File: config.mk
export PLATFORM = sky130hd
export DESIGN_NAME = beep_scheduler
export DESIGN_NICKNAME = d
export VERILOG_FILES = /design/src/rtl/beep_scheduler.sv
export SDC_FILE = /design/constraint.sdc
export NUM_CORES = 1
export LEC_CHECK = 0
export CORE_MARGIN = 2
export CORE_UTILIZATION = 60
export DETAILED_ROUTE_END_ITERATION = 6
export GPL_TIMING_DRIVEN = 0
export PLACE_DENSITY_LB_ADDON = 0.08
export SKIP_LAST_GASP = 1
export SLEW_MARGIN = 25
export SYNTH_ARGS = -nofsm -noshare
export SYNTH_HDL_FRONTEND = slang
export SYNTH_SLANG_ARGS = --single-unit
File: constraint.sdc
create_clock -name i_clk -period 3.8 [get_ports i_clk]
set_input_delay 0.57 -clock i_clk [delete_from_list [all_inputs] [get_ports i_clk]]
set_output_delay 0.57 -clock i_clk [all_outputs]
set_load 0.005 [all_outputs]
File: src/rtl/beep_scheduler.sv
// Piezo beep arbiter: alarm > chime > click, each with its own on/off pattern,
// gated by a square-wave tone. Outputs are decoded purely from registers.
module beep_scheduler #(
    parameter int TONE_DIV         = 12500,
    parameter int ALARM_ON_MS      = 500,
    parameter int ALARM_OFF_MS     = 500,
    parameter int ALARM_TIMEOUT_MS = 60000,
    parameter int CHIME_ON_MS      = 200,
    parameter int CHIME_GAP_MS     = 300,
    parameter int CLICK_MS         = 30
) (
    input  logic       i_clk,
    input  logic       i_rst_n,
    input  logic       i_tick_ms,
    input  logic       i_alarm_req,
    input  logic       i_alarm_off,
    input  logic       i_chime_req,
    input  logic [4:0] i_chime_hour,
    input  logic       i_chime_en,
    input  logic       i_click_req,
    output logic       o_beep,
    output logic       o_alarm_active,
    output logic       o_chime_active,
    output logic       o_busy
);

    localparam int MAX_A  = (ALARM_ON_MS > ALARM_OFF_MS) ? ALARM_ON_MS : ALARM_OFF_MS;
    localparam int MAX_B  = (ALARM_TIMEOUT_MS > MAX_A) ? ALARM_TIMEOUT_MS : MAX_A;
    localparam int MAX_C  = (CHIME_ON_MS > CHIME_GAP_MS) ? CHIME_ON_MS : CHIME_GAP_MS;
    localparam int MAX_D  = (CLICK_MS > MAX_C) ? CLICK_MS : MAX_C;
    localparam int MAX_MS = (MAX_B > MAX_D) ? MAX_B : MAX_D;
    localparam int CW     = $clog2(MAX_MS + 1);
    localparam int TW     = (TONE_DIV > 1) ? $clog2(TONE_DIV) : 1;

    localparam logic [CW-1:0] AON_LAST   = CW'(ALARM_ON_MS - 1);
    localparam logic [CW-1:0] AOFF_LAST  = CW'(ALARM_OFF_MS - 1);
    localparam logic [CW-1:0] TO_LAST    = CW'(ALARM_TIMEOUT_MS - 1);
    localparam logic [CW-1:0] CON_LAST   = CW'(CHIME_ON_MS - 1);
    localparam logic [CW-1:0] CGAP_LAST  = CW'(CHIME_GAP_MS - 1);
    localparam logic [CW-1:0] CLICK_LAST = CW'(CLICK_MS - 1);
    localparam logic [TW-1:0] TONE_LAST  = TW'(TONE_DIV - 1);

    typedef enum logic [2:0] {
        S_IDLE,
        S_ALARM_ON,
        S_ALARM_OFF,
        S_CHIME_ON,
        S_CHIME_GAP,
        S_CLICK
    } state_t;

    state_t          r_state;
    state_t          w_state_next;
    logic [CW-1:0]   r_ms_cnt;
    logic [CW-1:0]   w_ms_cnt_next;
    logic [CW-1:0]   r_to_cnt;
    logic [CW-1:0]   w_to_cnt_next;
    logic [3:0]      r_chime_left;
    logic [3:0]      w_chime_left_next;
    logic [TW-1:0]   r_tone_cnt;
    logic [TW-1:0]   w_tone_cnt_next;
    logic            r_tone_phase;
    logic            w_tone_phase_next;

    logic            w_alarm_active;
    logic            w_state_change;
    logic            w_next_on;
    logic            w_next_alarm;
    logic [4:0]      w_hour_mod;
    logic [3:0]      w_chime_beeps;

    assign w_alarm_active = (r_state == S_ALARM_ON) || (r_state == S_ALARM_OFF);
    assign w_hour_mod     = i_chime_hour % 5'd12;
    assign w_chime_beeps  = (w_hour_mod == 5'd0) ? 4'd12 : w_hour_mod[3:0];

    // Request arbitration first; only when no request is accepted does the
    // current sequence advance on the ms tick.
    always_comb begin
        w_state_next      = r_state;
        w_chime_left_next = r_chime_left;
        if (i_alarm_off && w_alarm_active) begin
            w_state_next = S_IDLE;
        end else if (i_alarm_req && !w_alarm_active) begin
            w_state_next = S_ALARM_ON;
        end else if (i_chime_req && i_chime_en &&
                     ((r_state == S_IDLE) || (r_state == S_CLICK))) begin
            w_state_next      = S_CHIME_ON;
            w_chime_left_next = w_chime_beeps;
        end else if (i_click_req && (r_state == S_IDLE)) begin
            w_state_next = S_CLICK;
        end else if (i_tick_ms) begin
            case (r_state)
                S_ALARM_ON: begin
                    if (r_to_cnt == TO_LAST)
                        w_state_next = S_IDLE;
                    else if (r_ms_cnt == AON_LAST)
                        w_state_next = S_ALARM_OFF;
                end
                S_ALARM_OFF: begin
                    if (r_to_cnt == TO_LAST)
                        w_state_next = S_IDLE;
                    else if (r_ms_cnt == AOFF_LAST)
                        w_state_next = S_ALARM_ON;
                end
                S_CHIME_ON: begin
                    if (r_ms_cnt == CON_LAST) begin
                        w_chime_left_next = r_chime_left - 4'd1;
                        w_state_next      = (r_chime_left == 4'd1) ? S_IDLE : S_CHIME_GAP;
                    end
                end
                S_CHIME_GAP: begin
                    if (r_ms_cnt == CGAP_LAST)
                        w_state_next = S_CHIME_ON;
                end
                S_CLICK: begin
                    if (r_ms_cnt == CLICK_LAST)
                        w_state_next = S_IDLE;
                end
                default: w_state_next = S_IDLE;
            endcase
        end
    end

    assign w_state_change = (w_state_next != r_state);
    assign w_next_on      = (w_state_next == S_ALARM_ON) || (w_state_next == S_CHIME_ON) ||
                            (w_state_next == S_CLICK);
    assign w_next_alarm   = (w_state_next == S_ALARM_ON) || (w_state_next == S_ALARM_OFF);

    always_comb begin
        w_ms_cnt_next = r_ms_cnt;
        if (w_state_change || (w_state_next == S_IDLE))
            w_ms_cnt_next = '0;
        else if (i_tick_ms)
            w_ms_cnt_next = r_ms_cnt + 1'b1;
    end

    // The timeout runs across both alarm phases and restarts only on a fresh alarm.
    always_comb begin
        w_to_cnt_next = r_to_cnt;
        if (!w_next_alarm || !w_alarm_active)
            w_to_cnt_next = '0;
        else if (i_tick_ms)
            w_to_cnt_next = r_to_cnt + 1'b1;
    end

    always_comb begin
        w_tone_cnt_next   = r_tone_cnt;
        w_tone_phase_next = r_tone_phase;
        if (!w_next_on) begin
            w_tone_cnt_next   = '0;
            w_tone_phase_next = 1'b0;
        end else if (w_state_change) begin
            w_tone_cnt_next   = '0;
            w_tone_phase_next = 1'b1;
        end else if (r_tone_cnt == TONE_LAST) begin
            w_tone_cnt_next   = '0;
            w_tone_phase_next = ~r_tone_phase;
        end else begin
            w_tone_cnt_next = r_tone_cnt + 1'b1;
        end
    end

    always_ff @(posedge i_clk or negedge i_rst_n) begin
        if (!i_rst_n) begin
            r_state      <= S_IDLE;
            r_ms_cnt     <= '0;
            r_to_cnt     <= '0;
            r_chime_left <= '0;
            r_tone_cnt   <= '0;
            r_tone_phase <= 1'b0;
        end else begin
            r_state      <= w_state_next;
            r_ms_cnt     <= w_ms_cnt_next;
            r_to_cnt     <= w_to_cnt_next;
            r_chime_left <= w_chime_left_next;
            r_tone_cnt   <= w_tone_cnt_next;
            r_tone_phase <= w_tone_phase_next;
        end
    end

    assign o_beep         = ((r_state == S_ALARM_ON) || (r_state == S_CHIME_ON) ||
                             (r_state == S_CLICK)) && r_tone_phase;
    assign o_alarm_active = w_alarm_active;
    assign o_chime_active = (r_state == S_CHIME_ON) || (r_state == S_CHIME_GAP);
    assign o_busy         = (r_state != S_IDLE);

endmodule

Word-level counts from Yosys, hierarchy flattened
Cells that the tools add are included.

storage, ports and cells
  input port bits = 13
  logic and storage cells = 91
  output and inout bits = 4
  flip-flop bits (word level) = 54

cells by class
  bitwise gates (word level) = 3
  add/sub/neg operators = 4
  eq/ne operators = 19
  reduce and logical (&&, ||, !) cells = 28
  mux-type cells = 30
  div/mod/pow operators = 1

operators by type and width
  kind                                                  count
  two-way mux 16 bit                                    4
  two-way mux 14 bit                                    3
  two-way mux 3 bit                                     13
  adder 16 x 1 -> 16 bit, second input constant         2
  equality test 16 x 9 -> 1 bit, second input constant  2
  two-way mux 4 bit                                     6
  equality test 16 bit, second input constant           1
  equality test 16 x 5 -> 1 bit, second input constant  1
  equality test 16 x 8 -> 1 bit, second input constant  1
  one-hot mux 3 bit (5 select lines)                    1
  adder 14 x 1 -> 14 bit, second input constant         1
  equality test 14 bit, second input constant           1
  equality test 3 x 2 -> 1 bit, second input constant   4
  logical OR 1 bit                                      10
  nonzero test 2 bit                                    5
  equality test 3 bit, second input constant            3
  equality test 3 x 1 -> 1 bit, second input constant   2
  logical AND 1 bit                                     6
  logical NOT 3 bit                                     2
  AND reduction 6 bit                                   1
  logical NOT 5 bit                                     1
  modulo 5 x 4 -> 5 bit, second input constant          1
  equality test 4 x 1 -> 1 bit, second input constant   1
  subtractor 4 x 1 -> 4 bit, second input constant      1
  other kinds (7)                                       12

Logic depth before layout (Yosys ltp)
Gate-level depths: netlist of run 1.

  depth after elaboration = 14
  mapped depth = 10
  mapped depth without buffers = 8

Worst setup path before layout of run 1
Ideal clock, no wire load.

  path kind = register -> register
  from = register r_ms_cnt[0]
  to = register r_to_cnt[10]
  setup slack = 1.430 ns
  arrival time = 2.234 ns
  path buffers = 1
  required time = 3.664 ns
  library setup time = 0.136 ns
  stages on the path, launching flop included = 10
  clock period less this slack = 2.370 ns
  path through = dfrtp_1 > ha_1 > and4b_1 > and4_1 > and2b_1 > nor4b_4 > nand2_2 > a311oi_4 > buf_4 > nor3_1

on the way
  longest elaborated chain between the ends = 14
  elaborated cells on any way between the ends = 24
  those cells by class = 6 x eq/ne; 14 x mux; 4 x reduce/logical

ends and longest elaborated chain
  item                                                                          RTL line  RTL
  start, declared                                                               54        logic [CW-1:0] r_ms_cnt;
  start signal, assigned                                                        173       r_ms_cnt <= w_ms_cnt_next;
  equality test 16 x 9 -> 1 bit                                                 96, 102
  two-way mux 3 bit (on tied branches)                                          102, 96
  two-way mux 3 bit (on tied branches)                                          100, 94
  one-hot mux 3 bit (5 select lines) (*)                                        92        case (r_state)
  two-way mux 3 bit (*)                                                         91        end else if (i_tick_ms) begin
  two-way mux 3 bit (*)                                                         89        end else if (i_click_req && (r_state == S_IDLE)) begin
  two-way mux 3 bit (*)                                                         85        end else if (i_chime_req && i_chime_en &&
  two-way mux 3 bit (*)                                                         83        end else if (i_alarm_req && !w_alarm_active) begin
  two-way mux 3 bit (*)                                                         81        if (i_alarm_off && w_alarm_active) begin
  equality test 3 x 1 -> 1 bit or equality test 3 x 2 -> 1 bit (tied branches)  127       assign w_next_alarm = (w_state_next == S_ALARM_ON) || (w_state_next == S_ALARM_OFF);
  logical OR 1 bit (*)                                                          127
  logical NOT 1 bit (*)                                                         140       if (!w_next_alarm || !w_alarm_active)
  logical OR 1 bit (*)                                                          140
  two-way mux 16 bit or nonzero test 2 bit (tied branches)                      -
  end signal, assigned                                                          174       r_to_cnt <= w_to_cnt_next;
  end, declared                                                                 56        logic [CW-1:0] r_to_cnt;

Mark *: on every way between the ends. The rest lies on a longest branch, timed or not.
A chain may end at the register's enable or synchronous reset.

Worst setup path in the final report of run 1
  from = register r_ms_cnt[0]
  to = register r_to_cnt[6]

Same word-level chain as after synthesis.

==> results of run 1 <==
-- metal layers --
metal	up-vias	share of wire (%)
met5	-	0
met4	0	1.4
met3	11	4.2
met2	65	45
met1	1415	49
li1	1424	-
-- cells in the mapped netlist (all sizes together), types with 6 or more instances --
master	n
and3	11
nor3	40
o21ai	9
nor2	31
nor4b	12
nor4	9
nand2	31
xor2	27
dfrtp	54
inv	13
nand3	20
nand4	11
buf	12
xnor2	18
ha	6
-- registers in the layout (all words and copies together), names as in the netlist --
name / flops
r_ms_cnt: 16
r_to_cnt: 16
r_tone_phase: 1
r_chime_left: 4
r_state: 3
r_tone_cnt: 14
-- cell families (layout without fill, tap and decap cells) --
logic type | after synthesis | in the layout
and+or+nand+nor | 197 | 197
DFF | 54 | 54
xor gates and xnor gates | 45 | 45
AOI/OAI and AO/OA | 44 | 44
buffers and inverters | 30 | 54
adders and majority gates | 6 | 6
muxes | 2 | 2
-- layout by cell type (no fill, tap or decap), drive strengths merged, types with 2 or more instances in the layout --
master,synthesis,layout
nand3b,3,3
nor2,31,31
nor4b,12,12
clkbuf,5,10
a31oi,3,3
and4,3,3
a32oi,2,2
nand3,20,20
and2,5,5
a21oi,5,5
dfrtp,54,54
nand2b,2,2
and3b,2,2
o21ai,9,9
o211ai,4,4
a21o,2,2
and3,11,11
xnor2,18,18
a211oi,4,4
nor3,40,40
clkdlybuf4s50,0,15
inv,13,14
ha,6,6
xor2,27,27
nor2b,2,2
nand4b,2,2
o21a,2,2
and4b,4,4
clkinv,0,2
mux2i,2,2
or3,2,2
nor4,9,9
nor3b,2,2
a311oi,3,3
nand4,11,11
nand2,31,31
buf,12,13
-- where the power goes --
group	leakage (nW)	internal (mW)	switching [mW]
Sequential	0.740	0.635	0.0539
Combinational	0.842	0.550	0.925
Clock	0.0483	0.130	0.197
Total	1.63	1.32	1.18
-- final cells by class --
cell class	instances	area share (%)
multi-input combinational	294	53.5
clock inverter	3	0.470
timing repair buffer	16	3.95
clock buffer	5	1.72
tap	75	2.35
inverter	13	1.22
sequential	54	33.8
buffer	17	2.95
-- stage by stage --
stage,instance area [um^2],power (mW),util [%]
detailed placement,3900,2.17,66.3
global route,3990,2.67,67.8
floorplan,3650,1.83,-
CTS,3990,2.50,67.8
finish,3990,2.49,67.8
global placement,3900,2.17,66.3
-- worst max path at each step --
stage	slack [ps]	cells after the start	startpoint	endpoint
2_1_floorplan	1430	9	r_ms_cnt[0]	r_to_cnt[10]
6_report	1080	9	r_ms_cnt[0]	r_to_cnt[6]
3_5_place_dp	880	9	i_click_req	r_tone_cnt[11]
5_1_grt	950	9	r_ms_cnt[0]	r_to_cnt[6]
3_3_place_gp	500	1	i_rst_n	r_ms_cnt[6]
4_1_cts	1090	9	r_ms_cnt[0]	r_to_cnt[6]
-- critical path, stage by stage, from the launching register on --
cell and delay (ps):
dfrtp_1 440, ha_1 260, and4b_1 210, and4_1 210, and2b_1 210, nor4b_4 380, nand2_2 150, a311oi_4 400
buf_4 250, nor3_1 70
==> impl_metrics.csv, run 1 <==
group,metric,value,unit
status,outcome,"finished, final reports clean",
synth,yosys.area.top_type,"dfrtp_1",
power_and_ir_drop,peakVddDrop,0.715,mV
power_and_ir_drop,leakage,1.63,nW
die,die_area,6720,um^2
cts,cts_inserted_buffers,5,
timing,period_share,71.6,%
worst_setup_path,crit_path_max_fanout,10,
synth,synth_top_area_share,37.0,%
global_route,grt_pass1_vias,2680,
place,gp_congestion,0.837,
global_route,grt_use_met3,3.74,%
worst_setup_path,r2r_slack,1080,ps
synth,synthFlopType,"dfrtp_1",
timing,finalWorstSetupSlack,1080,ps
worst_setup_path,end_kind,"flop",
worst_setup_path,r2r-start,"r_ms_cnt[0]",
final_layout,multi_input_area,2140,um^2
die,io_pins,17,
worst_setup_path,cp_data_arrival_time,2900,ps
synth,synth_top_cells_by_area,"dfrtp_1 (37%), xor2_1 (6.5%), xnor2_1 (4.3%)",
drt,drc_errors,0,
synth,synth_xor_area_share,10.8,%
worst_setup_path,crit_type,"flop to flop",
min_path,min_path_type,"input pin to async pin",
synth,yosys_warnings,0,
place,place_ws,882,ps
timing,clock_skew,14.9,ps
drt,postRouteAntennaNets,0,
run,max_cap_viol_count,0,
timing,rsz0062_at_grt,"no",
synth,async_reset_ff_share,100,%
timing,hold_ws,270,ps
synth,ys_ff_latch,54,
final_layout,stdcell_count,477,
drt,first_pass_iters,4,
timing,finalHoldViolCount,0,
global_route,grt_max_degree,55,
global_route,use_met2,37.6,%
cts,clk_pin_slew,110,ps
synth,synthCells,378,
synth,ys_seq_area_share,37.0,%
worst_setup_path,worstPathRequired,3980,ps
drt,routed_via_density,6.11,
drt,routed_wl,7.45,mm
final_layout,num_antenna_cells,0,
synth,syn-num-nets,397,
place,port_buffers,16,
timing,period_minus_slack,2720,ps
timing,final_max_slew_viol_count,0,
worst_setup_path,worstReg2RegEnd,"r_to_cnt[6]",
synth,postSynthAreaPerCell,9.65,um^2
synth,synth_area,3650,um^2
drt,drt-initial-drc-count,139,
global_route,grt_usage,24.1,%
worst_setup_path,start_kind,"flop",
synth,synth_top_family_by_area,"simple AND/OR/NAND/NOR gates",
global_route,grt-ovfl-total,0,
worst_setup_path,r2r_cells,9,
timing,worstMarginPinSlew,689,ps
cts,postCtsHoldBufs,0,
place,placedCellCount,469,
final_layout,seqCellArea,1350,um^2
drt,via_count,2915,
synth,ys_types,66,
synth,synth_compound_area_share,11.0,%
final_layout,nFillCells,491,
cts,clock-sinks,54,
timing,setup_viol,0,
global_route,met1_usage,35.0,%
die,fp.dieW,82.0,um
global_route,grt_pass1_wl,12.6,mm
place,place_hpwl,5.34,mm
cts,clock_latency,310,ps
cts,post_cts_buffers,0,
synth,synthAdderAreaFrac,2.06,%
timing,setup_tns,0,ps
synth,synth_mux_area_share,0.549,%
die,start_util,62.0,%
die,rows,28,
synth,synth-edff-count,0,
global_route,antenna_found_initial,0,
power_and_ir_drop,power_density,624,nW/um^2
timing,slew_headroom,54.1,%
die,coreArea,5890,um^2
timing,fmax,367,MHz
final_layout,drive_gt1_share,14.4,%
final_layout,syn2layout_area_growth,9.43,%
global_route,grt_busiest_layer,"met2",
cts,cts-root-buf,"clkbuf_8",
cts,cts_resized,0,
cts,clk_path_buf_depth,2,
synth,synth-simple-area-share,34.0,%
cts,cts_tree,"yes",
drt,wl_per_cell,15.6,um
cts,cts-htree-levels,2,
die,fp.dieH,82.0,um
final_layout,nets,420,
Note: power is estimated with default switching activity, not from simulation.
==> run 2, diff against run 1 <==
--- a/config.mk
+++ b/config.mk
@@ -6,7 +6,7 @@
 export NUM_CORES = 1
 export LEC_CHECK = 0
 export CORE_MARGIN = 2
-export CORE_UTILIZATION = 60
+export CORE_UTILIZATION = 55
 export DETAILED_ROUTE_END_ITERATION = 6
 export GPL_TIMING_DRIVEN = 0
 export PLACE_DENSITY_LB_ADDON = 0.08
==> constraint.sdc (replaced) <==
create_clock -name i_clk -period 2.3 [get_ports i_clk]
set_input_delay 0.345 -clock i_clk [delete_from_list [all_inputs] [get_ports i_clk]]
set_output_delay 0.345 -clock i_clk [all_outputs]
set_load 0.005 [all_outputs]
==> run 2 against run 1 <==
Net effect: the run now ends with negative setup slack left; core utilization increased by 6.6 points; clock skew decreased by 0.72 ps; combinational power increased to 2.8 times the previous value; register-to-register slack got worse by 1300 ps; power increased by 140%; final cell count increased by 6.3%; worst hold slack improved by 190 ps; global-route usage decreased by 0.38 points; setup slack got worse by 1300 ps; clock power increased by 110%; sequential power increased by 65%; critical endpoint is now r_to_cnt[8].
==> impl_metrics.csv, run 2 (synthesis gave the netlist of run 1 again) <==
group,metric,value,unit
status,outcome,"finished with violations",
status,violations,"negative setup slack",
drt,via_count,3087,
final_layout,syn2layout_area_growth,30.3,%
final_layout,num_antenna_cells,0,
timing,finalHoldViolCount,0,
global_route,grt_pass1_wl,13.9,mm
cts,cts-htree-levels,2,
timing,slew_headroom,58.8,%
global_route,antenna_found_initial,0,
drt,routed_wl,8.62,mm
timing,final_max_slew_viol_count,0,
timing,fmax,402,MHz
timing,period_minus_slack,2490,ps
worst_setup_path,crit_type,"flop to flop",
cts,clk_pin_slew,110,ps
timing,worstMarginPinSlew,615,ps
global_route,grt-ovfl-total,0,
timing,clock_skew,14.2,ps
cts,cts_inserted_buffers,5,
drt,first_pass_iters,4,
worst_setup_path,end_kind,"flop",
drt,drt-initial-drc-count,147,
final_layout,final_common_cell,"dfrtp_1",
die,coreArea,6390,um^2
timing,setup_viol,48,
power_and_ir_drop,power_density,1240,nW/um^2
drt,postRouteAntennaNets,0,
cts,clock-sinks,54,
power_and_ir_drop,switching_share,45.8,%
worst_setup_path,cp_data_arrival_time,2680,ps
global_route,grt_pass1_vias,2893,
worst_setup_path,worstPathRequired,2490,ps
worst_setup_path,start_kind,"flop",
final_layout,reg.largest.list,"r_ms_cnt: 16 flops, r_to_cnt: 16 flops, r_tone_cnt: 14 flops",
place,placed_area,3930,um^2
die,start_util,57.1,%
power_and_ir_drop,internal_power,3.20,mW
die,fp.dieH,85.4,um
power_and_ir_drop,power_switching,2.70,mW
place,place_hpwl,5.52,mm
final_layout,fin_area,4760,um^2
run,max_cap_viol_count,0,
min_path,min_path_type,"input pin to async pin",
power_and_ir_drop,leakage,1.92,nW
timing,finalWorstSetupSlack,-188,ps
place,place_ws,-389,ps
power_and_ir_drop,peakVddDrop,1.07,mV
worst_setup_path,crit_path_max_fanout,5,
cts,cts-root-buf,"clkbuf_8",
power_and_ir_drop,sequentialPowerShare,19.3,%
die,rows,29,
final_layout,final_cell_mix,"dfrtp_1 (51), nand2_1 (29), nor2_1 (28)",
place,port_buffers,16,
final_layout,drive_gt1_share,31.2,%
die,io_pins,17,
global_route,grt_usage,23.7,%
place,gp_congestion,0.837,
timing,period_share,108,%
cts,cts_tree,"yes",
cts,clock_latency,330,ps
drt,drc_errors,0,
timing,rsz0062_at_grt,"yes",
global_route,grt_max_degree,29,
die,fp.dieW,85.4,um
power_and_ir_drop,power_frac_clock,11.6,%
power_and_ir_drop,comb_power_share,69.2,%
drt,wl_per_cell,17.0,um
cts,clk_path_buf_depth,2,
final_layout,nets,448,
die,die_area,7300,um^2
drt,routed_via_density,6.09,
## run 2: changes by cell type in the layout (fill, tap and decap cells not counted), moves of 4 or more
cell and change:
buf_4 +15, nor3_1 -15, nor3_4 +9, buf_2 -4, buf_6 +10, nor3_2 +6
nor4b_1 -4
## run 2: per-layer routing
metal | vias up | GRT usage (%) | share of wire (%)
li1 | 1497 | - | -
met1 | 1535 | 35.2 | 49
met2 | 50 | 36.2 | 48
met3 | 5 | 3.79 | 2.7
met4 | 0 | 6.35 | 0.90
met5 | - | 0 | 0
## run 2: worst paths after layout
path	start	to	slack [ps]	depth (start not counted)
worst max-delay path	r_ms_cnt[1]	r_to_cnt[8]	-190	9
worst min-delay path	i_rst_n	r_tone_cnt[11]	460	2
worst max register to register	r_ms_cnt[1]	r_to_cnt[8]	-190	9
worst min register to register	r_chime_left[3]	r_chime_left[3]	540	1
max in group asynchronous	i_rst_n	r_ms_cnt[2]	1340	3
min in group i_clk	r_chime_left[3]	r_chime_left[3]	540	1
## run 2: power by group through the flow
stage               clock [mW]  sequential (mW)  combinational [mW]
detailed placement           0             1.16                2.49
finish                   0.684             1.14                4.08
floorplan                    0             1.13                1.92
CTS                      0.701             1.13                3.28
global route             0.737             1.15                4.33
global placement             0             1.15                2.47
## run 2: timing repair
action	in CTS	in global routing
pin swaps	23	24
resized for setup	42	58
endpoints found under the setup margin	48	49
hold buffers	1	0
cloned	2	2
buffers inserted	17	9
hold endpoints to repair	26	0
## run 2: final cells by class
type	instances	area [um^2]
buffer	15	150
clock buffer	5	68.8
clock inverter	3	48.8
fill	444	1630
inverter	13	51.3
multi-input combinational	294	2520
sequential	54	1360
tap	77	96.3
timing repair buffer	46	467
## run 2: worst max-delay path: stages (launching register included)
cell	delay, ps
dfrtp_1	440
ha_4	180
and4b_1	190
and4_4	180
and2b_2	230
nor4b_4	360
nand2_2	150
a311oi_4	380
buf_6	190
nor3_1	50
## run 2: stage by stage
stage	power (mW)	utilization (%)	setup TNS [ps]	hold WS, ps	std cells
2_1_floorplan	3.05	-	-211	49.4	378
3_5_place_dp	3.64	61.5	-15280	289	472
5_1_grt	6.22	74.5	-10480	485	507
4_1_cts	5.11	69.0	-4380	468	500
6_report	5.90	74.5	-5580	457	507
3_3_place_gp	3.62	61.2	-58730	512	471
==> run 3, diff against run 2 <==
--- a/config.mk
+++ b/config.mk
@@ -11,7 +11,6 @@
 export GPL_TIMING_DRIVEN = 0
 export PLACE_DENSITY_LB_ADDON = 0.08
 export SKIP_LAST_GASP = 1
-export SLEW_MARGIN = 25
 export SYNTH_ARGS = -nofsm -noshare
 export SYNTH_HDL_FRONTEND = slang
 export SYNTH_SLANG_ARGS = --single-unit
==> run 3 against run 2 <==
Net effect: die area unchanged; largest cell class unchanged; critical path depth is 1 lower; combinational power fell by 1%; largest power group unchanged; setup slack worse by 49 ps; sequential share of layout area grew 0.39 points; maximum frequency down 1.9%; clock-buffer cell count is the same; first-iteration DRC count is 1.4% higher; global-route usage is 0.53 points higher; cell area shrank 1.4%; the run still ends with negative setup slack left; critical endpoint is now r_ms_cnt[2]; final cell count grew 0.99%; power fell by 1.3%.
==> impl_metrics.csv, run 3 (synthesis gave the netlist of run 1 again) <==
group,metric,value,unit
status,outcome,"finished with violations",
status,violations,"negative setup slack",
power_and_ir_drop,leakage,1.92,nW
die,fp.dieH,85.4,um
timing,finalHoldViolCount,0,
power_and_ir_drop,power_switching,2.62,mW
worst_setup_path,cp_data_arrival_time,2770,ps
cts,cts-htree-levels,2,
place,place_hpwl,5.49,mm
worst_setup_path,path_delay_family,"simple AND/OR/NAND/NOR gates",
die,coreArea,6390,um^2
drt,routed_wl,8.63,mm
die,fp.dieW,85.4,um
final_layout,nets,453,
die,start_util,57.1,%
power_and_ir_drop,switching_share,44.9,%
worst_setup_path,path_cells,"nor4_4, and4_4, o221a_1, nand3_4, a211oi_4, o311ai_4, buf_4, nor3_2",
timing,period_share,110,%
power_and_ir_drop,peakVddDrop,0.995,mV
global_route,antenna_found_initial,0,
final_layout,nFillCells,467,
power_and_ir_drop,sequentialPowerShare,19.5,%
cts,clk_path_buf_depth,2,
power_and_ir_drop,comb_power_share,68.9,%
final_layout,num_antenna_cells,0,
global_route,grt_usage,24.3,%
drt,drc_errors,0,
cts,clock-sinks,54,
power_and_ir_drop,power_frac_clock,11.6,%
cts,cts_tree,"yes",
place,port_buffers,16,
timing,setup_tns,-8980,ps
final_layout,utilization,73.4,%
cts,clock_latency,320,ps
global_route,grt_pass1_vias,2951,
final_layout,reg.largest.list,"r_ms_cnt: 16 flops, r_to_cnt: 16 flops, r_tone_cnt: 14 flops",
timing,rsz0062_at_grt,"yes",
timing,worstMarginPinSlew,644,ps
power_and_ir_drop,power_density,1240,nW/um^2
power_and_ir_drop,internal_power,3.21,mW
worst_setup_path,start_kind,"flop",
timing,finalWorstSetupSlack,-236,ps
worst_setup_path,crit_path_max_fanout,6,
global_route,grt-ovfl-total,0,
worst_setup_path,crit_type,"flop to flop",
run,max_cap_viol_count,0,
place,gp_congestion,0.837,
worst_setup_path,end_kind,"flop",
cts,cts-root-buf,"clkbuf_8",
timing,slew_headroom,57.1,%
drt,via_count,3107,
cts,cts_inserted_buffers,5,
timing,period_minus_slack,2540,ps
die,rows,29,
timing,hold_ws,29.2,ps
final_layout,final_cell_mix,"dfrtp_1 (52), nand2_1 (30), nor2_1 (29)",
place,place_ws,-395,ps
cts,clk_pin_slew,110,ps
min_path,min_path_type,"input pin to async pin",
final_layout,drive_gt1_share,29.9,%
drt,drt-initial-drc-count,149,
timing,setup_viol,47,
drt,first_pass_iters,4,
drt,postRouteAntennaNets,0,
final_layout,final_common_cell,"dfrtp_1",
worst_setup_path,slowest_stage,"dfrtp_2",
die,die_area,7300,um^2
drt,wl_per_cell,16.8,um
timing,final_max_slew_viol_count,0,
global_route,grt_max_degree,30,
drt,routed_via_density,6.07,
worst_setup_path,worstPathRequired,2530,ps
worst_setup_path,critical-path-max-stage-delay,430,ps
timing,clock_skew,13.3,ps
power_and_ir_drop,power,5.83,mW
timing,fmax,394,MHz
die,io_pins,17,
global_route,grt_pass1_wl,14.3,mm
final_layout,syn2layout_area_growth,28.5,%
worst_setup_path,path_buf_inv,1,
==> run 3: cell count changes in the layout (fill, tap and decap cells not counted), moves of 2 or more <==
cell / previous run / this run
buf_4: 19 / 26
buf_6: 15 / 11
nor3_4: 9 / 5
nor3_1: 14 / 17
buf_12: 2 / 4
buf_2: 0 / 2
==> run 3: final cells by class <==
cell class | count | area, um^2 | area share, %
inverter | 13 | 48.8 | 1.04
timing repair buffer | 49 | 469 | 10.0
buffer | 17 | 178 | 3.79
sequential | 54 | 1350 | 28.9
clock buffer | 5 | 68.8 | 1.47
clock inverter | 3 | 48.8 | 1.04
tap | 77 | 96.3 | 2.06
multi-input combinational | 294 | 2420 | 51.7
==> run 3: final timing paths <==
check,from,slack (ps),to,cells past startpoint
worst max-delay path,r_ms_cnt[9],-240,r_ms_cnt[2],8
worst min-delay path,i_rst_n,30,r_tone_cnt[11],1
worst max register to register,r_ms_cnt[9],-240,r_ms_cnt[2],8
worst min register to register,r_chime_left[3],540,r_chime_left[3],1
max in group asynchronous,i_rst_n,1670,r_ms_cnt[2],2
min in group i_clk,r_chime_left[3],540,r_chime_left[3],1
==> run 3: through the flow <==
stage	instance area, um^2	instances
final	4690	512
after global routing	4690	512
after CTS	4440	500
after detailed placement	3930	472
after global placement	3910	471
after floorplan	3650	378
==> run 3: worst reg2reg max path, cell delays in order (launching register included) <==
cell,delay [ps]
dfrtp_2,430
nor4_4,380
and4_4,300
o221a_1,230
nand3_4,100
a211oi_4,410
o311ai_4,240
buf_4,200
nor3_2,160
==> run 3: power groups by stage <==
stage / registers, mW / clock network [mW] / logic, mW
4_1_cts: 1.13 / 0.701 / 3.36
6_report: 1.14 / 0.674 / 4.02
5_1_grt: 1.15 / 0.733 / 4.27
2_1_floorplan: 1.13 / 0 / 1.92
3_5_place_dp: 1.16 / 0 / 2.48
3_3_place_gp: 1.15 / 0 / 2.47
==> run 3: per-layer routing <==
layer | up-vias | global-route usage [%] | share of wire, %
met3 | 8 | 2.92 | 3.4
li1 | 1482 | - | -
met1 | 1551 | 35.8 | 47
met4 | 0 | 6.35 | 0.95
met5 | - | 0 | 0
met2 | 66 | 38.0 | 48
==> run 3: repair_timing <==
| action | 4_1_cts | 5_1_grt |
|---|---|---|
| hold buffers | 0 | 0 |
| pin swaps | 20 | 16 |
| gates cloned | 2 | 2 |
| endpoints found under the setup margin | 48 | 49 |
| resized for setup | 50 | 32 |
| setup buffers | 18 | 10 |
==> RTL edit 1: new RTL, settings of run 3 <==
Reset style: synchronous (`i_rst_n`), changed in one clocked block.
--- a/src/rtl/beep_scheduler.sv
+++ b/src/rtl/beep_scheduler.sv
@@ -161,5 +161,5 @@
     end
 
-    always_ff @(posedge i_clk or negedge i_rst_n) begin
+    always_ff @(posedge i_clk) begin
         if (!i_rst_n) begin
             r_state      <= S_IDLE;
Check against the original RTL: differs if i_rst_n is asserted again (counterexample within 4 cycles, from zero or initial values and one cycle with i_rst_n low); with i_rst_n held inactive, the same outputs for 10 cycles.
==> RTL edit 1 against run 3 <==
- the run still ends with setup timing left
- worst setup slack lost 0.17 ns
- design area shrank 10%
- area after synthesis down 11%
- global-route usage decreased by 0.27 points
- critical path depth increased by 2
- routed wire length is 11% lower
- sequential cell count unchanged
- via count shrank 7.4%
- largest cell class unchanged
Power is not compared: it rests on default switching activity, and its combinational part moved more than twofold at a synthesized area within 25%.
==> RTL edit 1: results (changes against run 3) <==
[run_status]
status = complete, but fails checks
violations = setup timing

[global_route]
grt_pass1_vias = 2729  ; -7.5%
antenna_found_initial = 0  ; unchanged
grt_use_total_pct = 23.99  ; -0.27 points
grt_start_max_net_pins = 17  ; -43%
grt_pass1_wl_um = 12510  ; -13%

[clock_tree]
ctsLongestPathBuffers = 2  ; unchanged
cts_setup_buffers = 21  ; +3
path_clk_slew_ns = 0.09  ; -0.02 ns
cts_resized = 34  ; -32%
clk_latency_ns = 0.30  ; -0.02 ns
cts_made_buffers = 5  ; unchanged
cts_max_level = 2  ; unchanged

[yosys]
synth_area_leaders = dfxtp_1, xor2_1, xnor2_1, nor2_1, nand4_1
synthArstFlopShare_pct = 0  ; -100 points
synth_fa_ha_area_share_pct = 2.702  ; +0.64 points
synthMuxAreaShare_pct = 1.235  ; +0.69 points
synth_common_cells = dfxtp_1, nor2_1, xor2_1, nand2_1
ys_types = 68  ; +3.0%
synth_cells = 362  ; -4.2%
synth_compound_area_share_pct = 11.58  ; +0.57 points
seq_area_frac_synth_pct = 33.35  ; -3.7 points
synth_nets = 382  ; -3.8%
synth_ff_type = dfxtp_1
ys_warn_count = 0  ; unchanged
synth-xor-area-share_pct = 12.16  ; +1.4 points

[placed_design]
gp_congestion = 0.8432  ; +0.78%
portBuffers = 15  ; -1
dp.cells = 449  ; -4.9%
hpwl_um = 4763  ; -13%

[drt]
drtIter0Drc = 98  ; -34%
viasPerCell = 5.885  ; -3.0%
totalWireLength_um = 7681  ; -11%
vias = 2878  ; -7.4%
dr.pass1.iters = 4  ; unchanged

[worst_setup_path]
slowest_delay_ns = 0.41  ; -0.02 ns
slowest_stage = or3_4
crit_family = compound AO/OA/AOI/OAI gates
ff2ff_path_depth = 10  ; +2
r2r_start = r_ms_cnt[9]
timing.rr.end = r_ms_cnt[2]
cp-start-kind = flip-flop
cp_max_fo = 5  ; -1

[timing]
clock_skew_ns = 0.005875  ; -0.007456 ns
tightest_slew_ns = 0.9848  ; +0.3406 ns
postLayoutSetupSlackWorst_ns = -0.4107  ; -0.1742 ns
setup_viol = 49  ; +4.3%

[min_path]
hold_start = i_tick_ms
hold_depth = 3
hold_end = r_ms_cnt[1]
hold_class = input pin to flip-flop

[final_layout]
reg_top3 = r_ms_cnt (16), r_to_cnt (16), r_tone_cnt (14)
nets = 437  ; -3.5%
final_layout_size_suffix_gt1_share_pct = 32.61  ; +2.7 points
diodes = 0  ; unchanged
fillers = 403  ; -14%

[power]
p_leak_nw = 1.405
vdd.ir_drop.worst_uv = 532.8

[RTL edit 1: cell types whose count changed after synthesis, sizes merged, moves of 6 or more]
cell	change
nor2	+10
nor4b	-11
nand4	+6
nand2	-8
dfxtp	+54
dfrtp	-54
nor3	-18
[RTL edit 1: how the worst max path moves through the flow]
stage	to	slack, ns	depth (start not counted)
2_1_floorplan	r_ms_cnt[15]	-0.22	8
4_1_cts	r_ms_cnt[9]	-0.41	8
5_1_grt	r_ms_cnt[1]	-0.48	10
6_report	r_ms_cnt[2]	-0.41	10
3_3_place_gp	r_tone_cnt[13]	-0.63	9
3_5_place_dp	r_ms_cnt[13]	-0.64	9
[RTL edit 1: routing by layer]
metal  vias up  track usage (%)  routed length (um)
met3        15            3.889                 223
met4         0            7.119                 120
met5         -                0                   0
met2        50            40.17                3662
met1      1387            31.99                3674
li1       1426                -                   -
[RTL edit 1: power breakdown]
group          total (W)  switching (W)  internal (W)
clock           0.000516       0.000305      0.000211
combinational    0.00127       0.000626      0.000640
sequential      0.000991      0.0000284      0.000962
total            0.00277       0.000959       0.00181
[RTL edit 1: cell type report]
type / instances / share of cell area, %
Multi-Input combinational cell: 280 / 53.30
Sequential cell: 54 / 26.25
Timing Repair Buffer: 48 / 11.55
Buffer: 15 / 3.652
Tap cell: 72 / 2.138
Clock buffer: 5 / 1.633
Inverter: 13 / 1.158
Clock inverter: 2 / 0.3266
[RTL edit 1: through the flow]
step	cell area [um2]	worst slack, ns	TNS [ns]	util [%]	hold slack (ns)
final	4214	-0.4107	-16.05	75.15	0.4925
after global routing	4214	-0.4794	-20.71	75.15	0.5021
after CTS	3979	-0.4074	-16.36	70.95	0.4726
after detailed placement	3527	-0.6402	-23.88	62.90	0.4952
after global placement	3527	-0.6291	-23.73	62.90	0.5004
after floorplan	3287	-0.2250	-5.704	-	0.4735
==> RTL edit 2: new RTL, settings of run 3 <==
Without the edit above. The parameter `CHIME_GAP_MS` goes from 300 to 1200.
--- a/src/rtl/beep_scheduler.sv
+++ b/src/rtl/beep_scheduler.sv
@@ -7,5 +7,5 @@
     parameter int ALARM_TIMEOUT_MS = 60000,
     parameter int CHIME_ON_MS      = 200,
-    parameter int CHIME_GAP_MS     = 300,
+    parameter int CHIME_GAP_MS     = 1200,
     parameter int CLICK_MS         = 30
 ) (
Formal check against the unedited RTL: same outputs for any inputs over 10 cycles, from zero or initial values and one cycle with i_rst_n low; that may be too few to reach the edited logic, so the function may still have changed.
==> RTL edit 2 against run 3 <==
- the flow still finishes with violations (setup timing)
- sequential cell count unchanged
- total power fell by 14%
- cell count up 1.6%
- routed wire length up 1.8%
- worst setup slack got worse by 0.46 ns
- area after synthesis shrank 5.7%
- non-clock buffer count grew 2
- design area fell by 5.0%
- critical path type unchanged
- largest power group unchanged
==> RTL edit 2: results (changes against run 3) <==
[final_layout]
stdcell_count = 520  ; +1.6%
final_layout_size_suffix_gt1_share_pct = 28.76  ; -1.1 points
nets = 463  ; +2.2%
fillers = 412  ; -12%

[placed_design]
portBuffers = 15  ; -1
hpwl_um = 5264  ; -4.1%
gp_congestion = 0.8642  ; +3.3%
dp.cells = 477  ; +1.1%

[worst_setup_path]
cp_max_fo = 8  ; +2
slowest_stage = or4_4
cp.arrival_ns = 3.23  ; +0.46 ns
slowest_delay_ns = 0.59  ; +0.16 ns

[yosys]
seq_area_frac_synth_pct = 39.26  ; +2.2 points
ys_types = 59  ; -11%
synth.avg_cell_area_um2 = 8.917  ; -7.6%
synth_common_cells = dfrtp_1, nor2_1, nand2_1, xnor2_1, nand3_1
synth_nets = 405  ; +2.0%
synth_area_leaders = dfrtp_1, xnor2_1, nor2_1, xor2_1, nand2_1

[global_route]
grt_use_total_pct = 24.90  ; +0.64 points
grt_start_max_net_pins = 40  ; +33%
grt_pass1_wl_um = 14310  ; -0.15%

[drt]
dr.pass1.iters = 5  ; +1
drtIter0Drc = 162  ; +8.7%
wl_met2_um = 4319  ; +3.3%
viasPerCell = 5.931  ; -2.3%
post_drt_wl_per_cell_um = 16.89  ; +0.28%
met3_wirelength_um = 390  ; +33%
m1WireLength_um = 4000  ; -1.7%

[clock_tree]
clk_latency_ns = 0.32  ; about the same
ctsLongestPathBuffers = 2  ; unchanged

[run_status]
violations = setup timing
status = complete, but fails checks

[power]
p_switching_w = 0.002270  ; -13%
combinationalPower_w = 0.00329  ; -18%
p_leak_nw = 1.779  ; -7.2%
vdd.ir_drop.worst_uv = 803.4  ; -19%

[timing]
setup_viol = 54  ; +15%
max-slew-margin-rel_pct = 54.66  ; -2.4 points
postLayoutSetupSlackWorst_ns = -0.6996  ; -0.4631 ns
fin_tns_setup_ns = -28.92  ; -19.95 ns

-- RTL edit 2: changes by cell type after synthesis, moves of 5 or more --
cell	delta
nor4_2	-5
nor4b_1	-7
xnor2_1	+8
nor4_1	+6
nor2_1	+18
nand2_1	+14
xor2_1	-7
or3_1	+6
nor3_1	-16
-- RTL edit 2: final cells by class --
cell class | count | area (um2) | share of cell area, %
sequential | 54 | 1355 | 30.44
multi-input combinational | 303 | 2222 | 49.92
clock inverter | 3 | 28.78 | 0.6464
timing repair buffer | 52 | 489.2 | 10.99
buffer | 16 | 148.9 | 3.345
clock buffer | 5 | 68.82 | 1.546
inverter | 12 | 45.04 | 1.012
tap | 75 | 93.84 | 2.108
-- RTL edit 2: logic make-up (layout without fill, tap and decap cells) --
kind of cell,Yosys count,in the layout,share of synthesized area (%)
AND/OR/NAND/NOR,207,207,32.43
flip-flops,54,54,39.26
XOR/XNOR,46,46,11.70
AO/OA/AOI/OAI,40,40,9.560
buffers and inverters,29,88,3.707
adder cells (fa/ha/maj),7,7,2.472
multiplexers,3,3,0.8724
-- RTL edit 2: worst paths after layout --
path | end | start | depth (start not counted) | slack (ns)
worst max-delay path | r_tone_cnt[13] | r_ms_cnt[13] | 8 | -0.70
worst min-delay path | r_tone_phase | i_rst_n | 2 | 0.48
worst max register to register | r_tone_cnt[13] | r_ms_cnt[13] | 8 | -0.70
worst min register to register | r_chime_left[3] | r_chime_left[3] | 1 | 0.54
max in group asynchronous | r_ms_cnt[2] | i_rst_n | 3 | 1.25
min in group i_clk | r_chime_left[3] | r_chime_left[3] | 1 | 0.54
-- RTL edit 2: repair_timing --
| item | CTS | global route |
|---|---|---|
| gates resized for setup | 59 | 35 |
| cloned | 3 | 1 |
| pin swaps | 36 | 11 |
| endpoints found under the hold margin | 15 | 0 |
| buffers inserted | 20 | 11 |
| hold buffers | 1 | 0 |
| setup endpoints to repair | 57 | 57 |
-- RTL edit 2: layer usage --
metal	vias to the layer above	track usage, %
met5	-	0
met4	0	5.514
met3	12	4.672
met2	81	40.18
met1	1510	35.07
li1	1481	-
-- RTL edit 2: through the flow --
step / utilization, % / cell area (um2) / hold slack (ns) / total power, W
floorplan: - / 3488 / 0.04941 / 0.002645
global placement: 62.30 / 3732 / 0.5114 / 0.003180
detailed placement: 62.55 / 3747 / 0.2907 / 0.003207
CTS: 70.70 / 4235 / 0.4767 / 0.004597
global route: 74.31 / 4452 / 0.4971 / 0.005267
finish: 74.31 / 4452 / 0.4771 / 0.005004
-- RTL edit 2: critical path: cells and delay by family (launching register included) --
kind,cells,cell delay (ns)
compound gates,1,0.54
mux,1,0.15
simple gates,4,1.55
buf+inv,2,0.27
flops,1,0.41
